[config.mk]
export PLATFORM = sky130hd
export DESIGN_NAME = sum_display
export DESIGN_NICKNAME = d
export VERILOG_FILES = /design/src/rtl/sum_display_pkg.sv /design/src/rtl/sum_display_seg7_dec.sv /design/src/rtl/sum_display.sv
export SDC_FILE = /design/constraint.sdc
export NUM_CORES = 1
export LEC_CHECK = 0
export CORE_UTILIZATION = 55
export CTS_CLUSTER_DIAMETER = 60
export CTS_CLUSTER_SIZE = 24
export DETAILED_ROUTE_END_ITERATION = 10
export PLACE_DENSITY = 0.83
export SKIP_CTS_REPAIR_TIMING = 1
export SYNTH_ARGS = -nofsm -noshare
export SYNTH_HDL_FRONTEND = slang
export SYNTH_HIERARCHICAL = 1
export SYNTH_SLANG_ARGS = --single-unit
export TNS_END_PERCENT = 30
[constraint.sdc]
create_clock -name CLOCK_50 -period 2.3 [get_ports CLOCK_50]
set_input_delay 0.345 -clock CLOCK_50 [delete_from_list [all_inputs] [get_ports CLOCK_50]]
set_output_delay 0.345 -clock CLOCK_50 [all_outputs]
set_load 0.005 [all_outputs]
[src/rtl/sum_display_pkg.sv]
// Shared constants, FSM encoding and the double-dabble digit adjust used by
// the sum_display binary-to-decimal display block.
package sum_display_pkg;

    // Six decimal digits hold 2^17-1 = 131071, the largest value at N=16
    localparam int NUM_DIGITS = 6;
    localparam int BCD_W      = 4 * NUM_DIGITS;

    // Iteration counter must reach N+1 = 17 at the widest operand
    localparam int CNT_W = 5;

    // Active-low segments {g,f,e,d,c,b,a}; all ones is a dark digit
    localparam logic [6:0] SEG_BLANK = 7'b1111111;

    typedef enum logic [1:0] {
        ST_IDLE  = 2'd0,
        ST_SHIFT = 2'd1,
        ST_LOAD  = 2'd2
    } state_e;

    // Add 3 to every BCD digit that is 5 or more, so that the following
    // left shift carries correctly into the next decimal digit.
    function automatic logic [BCD_W-1:0] bcd_adjust(input logic [BCD_W-1:0] s);
        logic [BCD_W-1:0] r;
        r = s;
        for (int i = 0; i < NUM_DIGITS; i++) begin
            if (s[4*i +: 4] >= 4'd5) begin
                r[4*i +: 4] = s[4*i +: 4] + 4'd3;
            end
        end
        return r;
    endfunction

endpackage

[src/rtl/sum_display_seg7_dec.sv]
// BCD digit to active-low 7-segment pattern; codes above 9 show dark.
module seg7_dec
    import sum_display_pkg::*;
(
    input  logic [3:0] bcd,
    output logic [6:0] seg
);

    // Pure lookup, segment order {g,f,e,d,c,b,a}
    always_comb begin
        seg = SEG_BLANK;
        case (bcd)
            4'd0: seg = 7'b1000000;
            4'd1: seg = 7'b1111001;
            4'd2: seg = 7'b0100100;
            4'd3: seg = 7'b0110000;
            4'd4: seg = 7'b0011001;
            4'd5: seg = 7'b0010010;
            4'd6: seg = 7'b0000010;
            4'd7: seg = 7'b1111000;
            4'd8: seg = 7'b0000000;
            4'd9: seg = 7'b0010000;
            default: seg = SEG_BLANK;
        endcase
    end

endmodule

[src/rtl/sum_display.sv]
// Shows the adder result {cout, sum} in decimal on six 7-segment digits.
// A sequential double-dabble converter runs whenever the value changes;
// the display only ever follows the committed result register, so it
// never flickers while a conversion is in flight.
module sum_display
    import sum_display_pkg::*;
#(
    parameter int N = 4
) (
    input  logic         CLOCK_50,
    input  logic         resetn,
    input  logic [N-1:0] sum,
    input  logic         cout,
    output logic         busy,
    output logic [6:0]   HEX0,
    output logic [6:0]   HEX1,
    output logic [6:0]   HEX2,
    output logic [6:0]   HEX3,
    output logic [6:0]   HEX4,
    output logic [6:0]   HEX5
);

    localparam int VW = N + 1;

    logic [VW-1:0]    value;
    state_e           state_q,   state_d;
    logic [VW-1:0]    cap_q,     cap_d;      // value being / last converted
    logic [VW-1:0]    shreg_q,   shreg_d;    // working copy shifted out MSB first
    logic [BCD_W-1:0] scr_q,     scr_d;      // BCD scratch accumulating digits
    logic [BCD_W-1:0] res_q,     res_d;      // committed result driving the HEX
    logic [CNT_W-1:0] cnt_q,     cnt_d;
    logic             first_q,   first_d;    // forces a conversion after reset
    logic             res_vld_q, res_vld_d;  // keeps digits dark until first result

    logic                           start;
    logic [NUM_DIGITS-1:0][6:0]     seg_raw;
    logic [NUM_DIGITS-1:0][6:0]     hex_w;
    logic [NUM_DIGITS-1:0]          lead_blank;
    logic                           nz_above;

    assign value = {cout, sum};
    assign start = (value != cap_q) || first_q;

    // State and datapath registers; reset aborts any conversion at once
    always_ff @(posedge CLOCK_50 or negedge resetn) begin
        if (!resetn) begin
            state_q   <= ST_IDLE;
            cap_q     <= '0;
            shreg_q   <= '0;
            scr_q     <= '0;
            res_q     <= '0;
            cnt_q     <= '0;
            first_q   <= 1'b1;
            res_vld_q <= 1'b0;
        end else begin
            state_q   <= state_d;
            cap_q     <= cap_d;
            shreg_q   <= shreg_d;
            scr_q     <= scr_d;
            res_q     <= res_d;
            cnt_q     <= cnt_d;
            first_q   <= first_d;
            res_vld_q <= res_vld_d;
        end
    end

    // Next state: IDLE waits for a new value, SHIFT runs N+1 times, LOAD commits
    always_comb begin
        state_d = state_q;
        case (state_q)
            ST_IDLE:  if (start) state_d = ST_SHIFT;
            ST_SHIFT: if (cnt_q <= CNT_W'(1)) state_d = ST_LOAD;
            ST_LOAD:  state_d = ST_IDLE;
            default:  state_d = ST_IDLE;
        endcase
    end

    // Datapath updates per state; inputs are only sampled in IDLE
    always_comb begin
        cap_d     = cap_q;
        shreg_d   = shreg_q;
        scr_d     = scr_q;
        res_d     = res_q;
        cnt_d     = cnt_q;
        first_d   = first_q;
        res_vld_d = res_vld_q;
        case (state_q)
            ST_IDLE: begin
                if (start) begin
                    cap_d   = value;
                    shreg_d = value;
                    scr_d   = '0;
                    cnt_d   = CNT_W'(VW);
                    first_d = 1'b0;
                end
            end
            ST_SHIFT: begin
                scr_d   = (bcd_adjust(scr_q) << 1) | BCD_W'(shreg_q[VW-1]);
                shreg_d = shreg_q << 1;
                cnt_d   = cnt_q - CNT_W'(1);
            end
            ST_LOAD: begin
                res_d     = scr_q;
                res_vld_d = 1'b1;
            end
            default: ;
        endcase
    end

    assign busy = (state_q != ST_IDLE);

    // Mark upper digits that are leading zeros; digit 0 is always shown
    always_comb begin
        lead_blank = '0;
        nz_above   = 1'b0;
        for (int i = NUM_DIGITS - 1; i >= 1; i--) begin
            if (res_q[4*i +: 4] != 4'd0) nz_above = 1'b1;
            lead_blank[i] = !nz_above;
        end
    end

    for (genvar g = 0; g < NUM_DIGITS; g++) begin : g_dig
        seg7_dec u_dec (
            .bcd (res_q[4*g +: 4]),
            .seg (seg_raw[g])
        );
    end

    // Final digit mux: dark before the first result and for leading zeros
    always_comb begin
        hex_w = '0;
        for (int i = 0; i < NUM_DIGITS; i++) begin
            hex_w[i] = (!res_vld_q || lead_blank[i]) ? SEG_BLANK : seg_raw[i];
        end
    end

    assign HEX0 = hex_w[0];
    assign HEX1 = hex_w[1];
    assign HEX2 = hex_w[2];
    assign HEX3 = hex_w[3];
    assign HEX4 = hex_w[4];
    assign HEX5 = hex_w[5];

endmodule

Yosys cells after proc, flatten, opt, wreduce, memory -nomap -nowiden --
Memories as Yosys holds them, arrays and structs flattened. Index checks and enable logic that the tools add are counted.
Storage, ports and cells: register bits after elaboration 67, memory bits (read-only) 672, input port bits 7, output and inout port bits 43, word-level logic and storage cells 89, memories kept 6
Memories:
- (name not given) | words 16, width 7, read ports 1, clocked after Yosys merged registers in 0, write ports 0, RTL line sum_display_seg7_dec.sv:12 | case (bcd)
- (name not given) | words 16, width 7, read ports 1, clocked after Yosys merged registers in 0, write ports 0, RTL line sum_display_seg7_dec.sv:12
- (name not given) | words 16, width 7, read ports 1, clocked after Yosys merged registers in 0, write ports 0, RTL line sum_display_seg7_dec.sv:12
- (name not given) | words 16, width 7, read ports 1, clocked after Yosys merged registers in 0, write ports 0, RTL line sum_display_seg7_dec.sv:12
- (name not given) | words 16, width 7, read ports 1, clocked after Yosys merged registers in 0, write ports 0, RTL line sum_display_seg7_dec.sv:12
- (name not given) | words 16, width 7, read ports 1, clocked after Yosys merged registers in 0, write ports 0, RTL line sum_display_seg7_dec.sv:12
Operators by class: add/subtract/negate cells 7, $lt $le $gt $ge 7, equal/unequal tests 5, multiplexer cells 32, bitwise gates (word level) 1, reduce and logical (&&, ||, !) cells 23
Operator list (count):
- $pmux 24 s2 | 1
- $mux 7 | 6
- $mux 4 | 10
- $ge 4x3->1 const B | 6
- $mux 24 | 1
- $or 24x1->24 | 1
- $add 4x2->4 const B | 5
- $pmux 5 s2 | 2
- $reduce_bool 4->1 | 5
- $mux 5 | 2
- $logic_not 1->1 | 6
- $logic_or 1x1->1 | 6
- $mux 3 | 2
- $reduce_and 2->1 | 3
- $le 5x1->1 const B | 1
- $mux 1 | 5
- $ne 5x5->1 | 1
- $sub 5x1->5 const B | 1
- $mux 2 | 2
- $ne 2x2->1 const B | 2
- $pmux 2 s2 | 1
- $reduce_bool 2->1 | 2
- $add 3x2->3 const B | 1
- $eq 2x1->1 const B | 1
- other kinds (2) | 2

Logic depth before layout (Yosys ltp) --
depth after elaboration 9, gate-level depth with buffers 6, mapped depth without buffers 6

Modules after synthesis --
Netlist, hierarchy kept.
By module, submodules not included:
- sum_display | instances 1, cells an instance 338, area an instance 3565.9 µm², seq. area each 1677.9 µm²
- seg7_dec at g_dig[1].u_dec ... | instances 5, cells an instance 33, area an instance 210.2 µm², seq. area each 0.0 µm²
- seg7_dec at g_dig[0].u_dec | instances 1, cells an instance 31, area an instance 200.2 µm², seq. area each 0.0 µm²

Worst setup path after synthesis --
No wires, ideal clock.
path type reg2out, from reg res_q[21], to out HEX1[0], data arrival time 1.598 ns, data required time 1.955 ns, setup slack 0.357 ns, cell stages (with the launch flop) 5, buffers on the path 0, cells stage by stage dfrtp_1 nor4_2 nand4_1 o21ai_0 or2_2
Between the ends: cells in the longest elaborated chain, start to end 9
Ends and longest elaborated chain:
- start, declared | RTL line sum_display.sv:30 | logic [BCD_W-1:0] res_q, res_d;
- start signal, assigned | RTL line sum_display.sv:60 | res_q <= res_d;
- $reduce_bool 4->1 | RTL line sum_display.sv:117 | if (res_q[4*i +: 4] != 4'd0) nz_above = 1'b1;
- $mux 1 (5 in series) | RTL line sum_display.sv:117
- $logic_not 1->1 | RTL line sum_display.sv:118 | lead_blank[i] = !nz_above;
- $logic_or 1x1->1 | RTL line sum_display.sv:133 | hex_w[i] = (!res_vld_q || lead_blank[i]) ? SEG_BLANK : seg_raw[i];
- $mux 7 | RTL line sum_display.sv:133
- end, declared | RTL line sum_display.sv:16 | output logic [6:0] HEX1,
Every way passes these cells.

Worst setup path in the final report --
from reg res_q[21], to out HEX3[1]
Between the ends: cells in the longest elaborated chain, start to end 7
Ends and longest elaborated chain:
- $reduce_bool 4->1 | RTL line sum_display.sv:117
- $mux 1 (3 in series) | RTL line sum_display.sv:117
- $logic_not 1->1 | RTL line sum_display.sv:118
- $logic_or 1x1->1 | RTL line sum_display.sv:133
- $mux 7 | RTL line sum_display.sv:133
- end, declared | RTL line sum_display.sv:18 | output logic [6:0] HEX3,
Every way passes these cells.

==> results.toml <==
[route]
drc = 0
avgRoutedWirePerCell_um = 14.3
ant_nets = 0
viasPerCell = 5.50
vias = 3997
drt_iter0_drc = 210
drtPass1Iterations = 4
wl_mm = 10.4

[finish]
fin_util_pct = 70.7
n_antenna_cell = 0
layout-drive-gt1-share_pct = 24.1
mostFrequentLayoutCells = "o21ai_0, dfrtp_1, nand2b_1, ha_1, nor2_1"
syn2layout_area_growth_pct = 22.5
nets = 668

[setup_path]
required_ns = 1.96
r2r_slack_ns = 0.47
cp_max_fo = 9
path_class = "reg -> out"
worstSetupStartpointType = "flop"
worst_setup_path_end_kind = "output port"
cp.arrival_ns = 2.24

[sta]
maxSlewViolCount = 0
setup_tns_ns = -3.49
hold_violations = 0
max_slew_margin_pct = 64.3
finalCritPeriodShare_pct = 112
period_needed_ns = 2.59
fmax_ghz = 0.387
setup_slack_ns = -0.287
worst_pin_slew_ns = 0.535
rsz0062_at_grt = "true"
clock_skew_ns = 0.00882
setup-violations-final = 18

[global_route]
grt_antenna_before_repair = 0
grtUsageTotal_pct = 23.6
grt_max_degree = 68
grt_pass1_vias = 3762
grt_pass1_wl_mm = 17.0
gr-total-overflow = 0

[synth]
synth-seq-cells = 67
synthCells = 534
ys_warn_count = 6
synth_nets = 585
ys_seq_area_share_pct = 34.8
async_flop_share_pct = 100
syn_avg_cell_area_sq_um = 9.02
synth_cell_types = 49
syn-cell-area_sq_um = 4820
ys.flop_type = "dfrtp_1"
synth_edf_count = 0

[clocking]
cts_tree = "done"
cts_buffer_depth = 2
cts_buffers = 9
clk_latency_ns = 0.33
cts_sinks = 67
htree_levels = 3
clk_pin_slew_ns = 0.07
root_buffer = "clkbuf_8"

[job]
cap_viol_max_count = 0

[power_and_ir_drop]
ir_worst_vdd_mv = 0.762
power.leakage_nw = 2.78
power_density_nw_per_um2 = 1650

[placement]
dpl.hpwl_mm = 7.34
portBuffers = 49
routabilityCongestion = 0.799

[floorplanning]
rows = 33
core_sq_um = 8340
start_util_pct = 57.8
die_w_um = 95.6
die_y_um = 95.6
die-area_sq_um = 9140
ios = 50

[outcome]
violations = "setup timing"
status = "finished, violations left"

[min_path]
hp-class = "in -> async"
[final cells by class]
| cell class | instances | area [sq um] |
|---|---|---|
| clock inverter | 2 | 10.0 |
| tap | 105 | 131 |
| multi-input combinational | 406 | 2890 |
| sequential | 67 | 1680 |
| inverter | 41 | 156 |
| fill | 626 | 2440 |
| timing repair buffer | 92 | 862 |
| clock buffer | 14 | 163 |
[critical path, stage by stage, from the launching register on]
cell	delay, ns
dfrtp_2	0.45
nor4_2	0.38
buf_4	0.23
a31oi_2	0.19
nand2b_1	0.13
clkdlybuf4s50_1	0.52
[final timing paths]
kind	start	endpoint	cells past startpoint
setup / recovery	res_q[21]	HEX3[1]	5
hold / removal	resetn	cap_q[3]	2
setup reg to reg	cap_q[2]	cnt_q[2]	5
hold reg to reg	first_q	first_q	1
max in group asynchronous	resetn	res_q[3]	2
min in group CLOCK_50	first_q	first_q	1
[per-stage QoR]
step | hold slack [ns] | setup WS [ns] | power, mW | cell area [sq um] | std cells
2_1_floorplan | 0.0494 | 0.357 | 5.99 | 4820 | 534
6_report | 0.0114 | -0.287 | 9.75 | 5900 | 727
4_1_cts | 0.0262 | -0.356 | 9.66 | 5750 | 719
5_1_grt | 0.0388 | -0.414 | 10.7 | 5900 | 727
3_3_place_gp | 0.386 | 0.0119 | 8.44 | 5580 | 703
3_5_place_dp | 0.387 | 0.00817 | 8.77 | 5580 | 703
[power breakdown]
part / switching [mW] / total, mW / internal [mW] / leakage (nW)
Sequential: 0.547 / 2.24 / 1.69 / 0.852
Combinational: 3.00 / 6.65 / 3.65 / 1.84
Clock: 0.416 / 0.865 / 0.449 / 0.0905
Total: 3.97 / 9.75 / 5.78 / 2.78
[metal layers]
metal,up-vias,part of all wire [%],GRT usage [%]
met1,1921,44,29.2
met4,0,0.96,7.84
met2,56,52,42.3
met3,10,2.4,2.95
met5,-,0,0
li1,2010,-,-
[registers in the layout (all words and copies together), names as in the netlist]
name / cells
res_q: 24
cap_q: 5
shreg_q: 5
state_q: 2
scr_q: 24
cnt_q: 5
res_vld_q: 1
first_q: 1
[cell families (layout without fill, tap and decap cells)]
| logic type | Yosys count | after routing | share of synthesized area, % |
|---|---|---|---|
| adder cells (fa/ha/maj) | 44 | 44 | 11.4 |
| multiplexers | 23 | 23 | 5.30 |
| buffers and inverters | 61 | 149 | 6.16 |
| XOR/XNOR | 12 | 12 | 2.18 |
| AO/OA/AOI/OAI | 142 | 142 | 19.5 |
| flip-flops | 67 | 67 | 34.8 |
| AND/OR/NAND/NOR | 185 | 185 | 20.6 |
[synthesized netlist by cell type (2+ instances only)]
cell	count	share of area, %
o21ai_0	67	7.0
mux2i_1	3	0.62
a21o_2	4	0.73
or2b_1	5	0.78
xor2_1	6	1.1
mux2_2	20	4.7
ha_1	44	11
a31oi_1	10	1.3
or3_1	7	0.91
o221a_2	5	1.2
nand2_1	33	2.6
or2_1	6	0.78
a21oi_1	21	2.2
a21boi_0	2	0.31
or2_2	15	1.9
inv_1	40	3.1
a22o_2	8	1.7
buf_6	8	1.9
nand2b_1	53	6.9
clkbuf_1	6	0.47
o2bb2ai_1	7	1.3
a21oi_2	5	0.91
nand3_1	7	0.73
dfrtp_1	66	34
xnor2_1	6	1.1
nor3_1	7	0.73
nor2_1	38	3.0
nor2b_1	2	0.26
buf_2	6	0.62
o22a_1	4	0.73
nand4_1	2	0.26
nor4_1	4	0.52
Note: power is estimated with default switching activity, not from simulation.
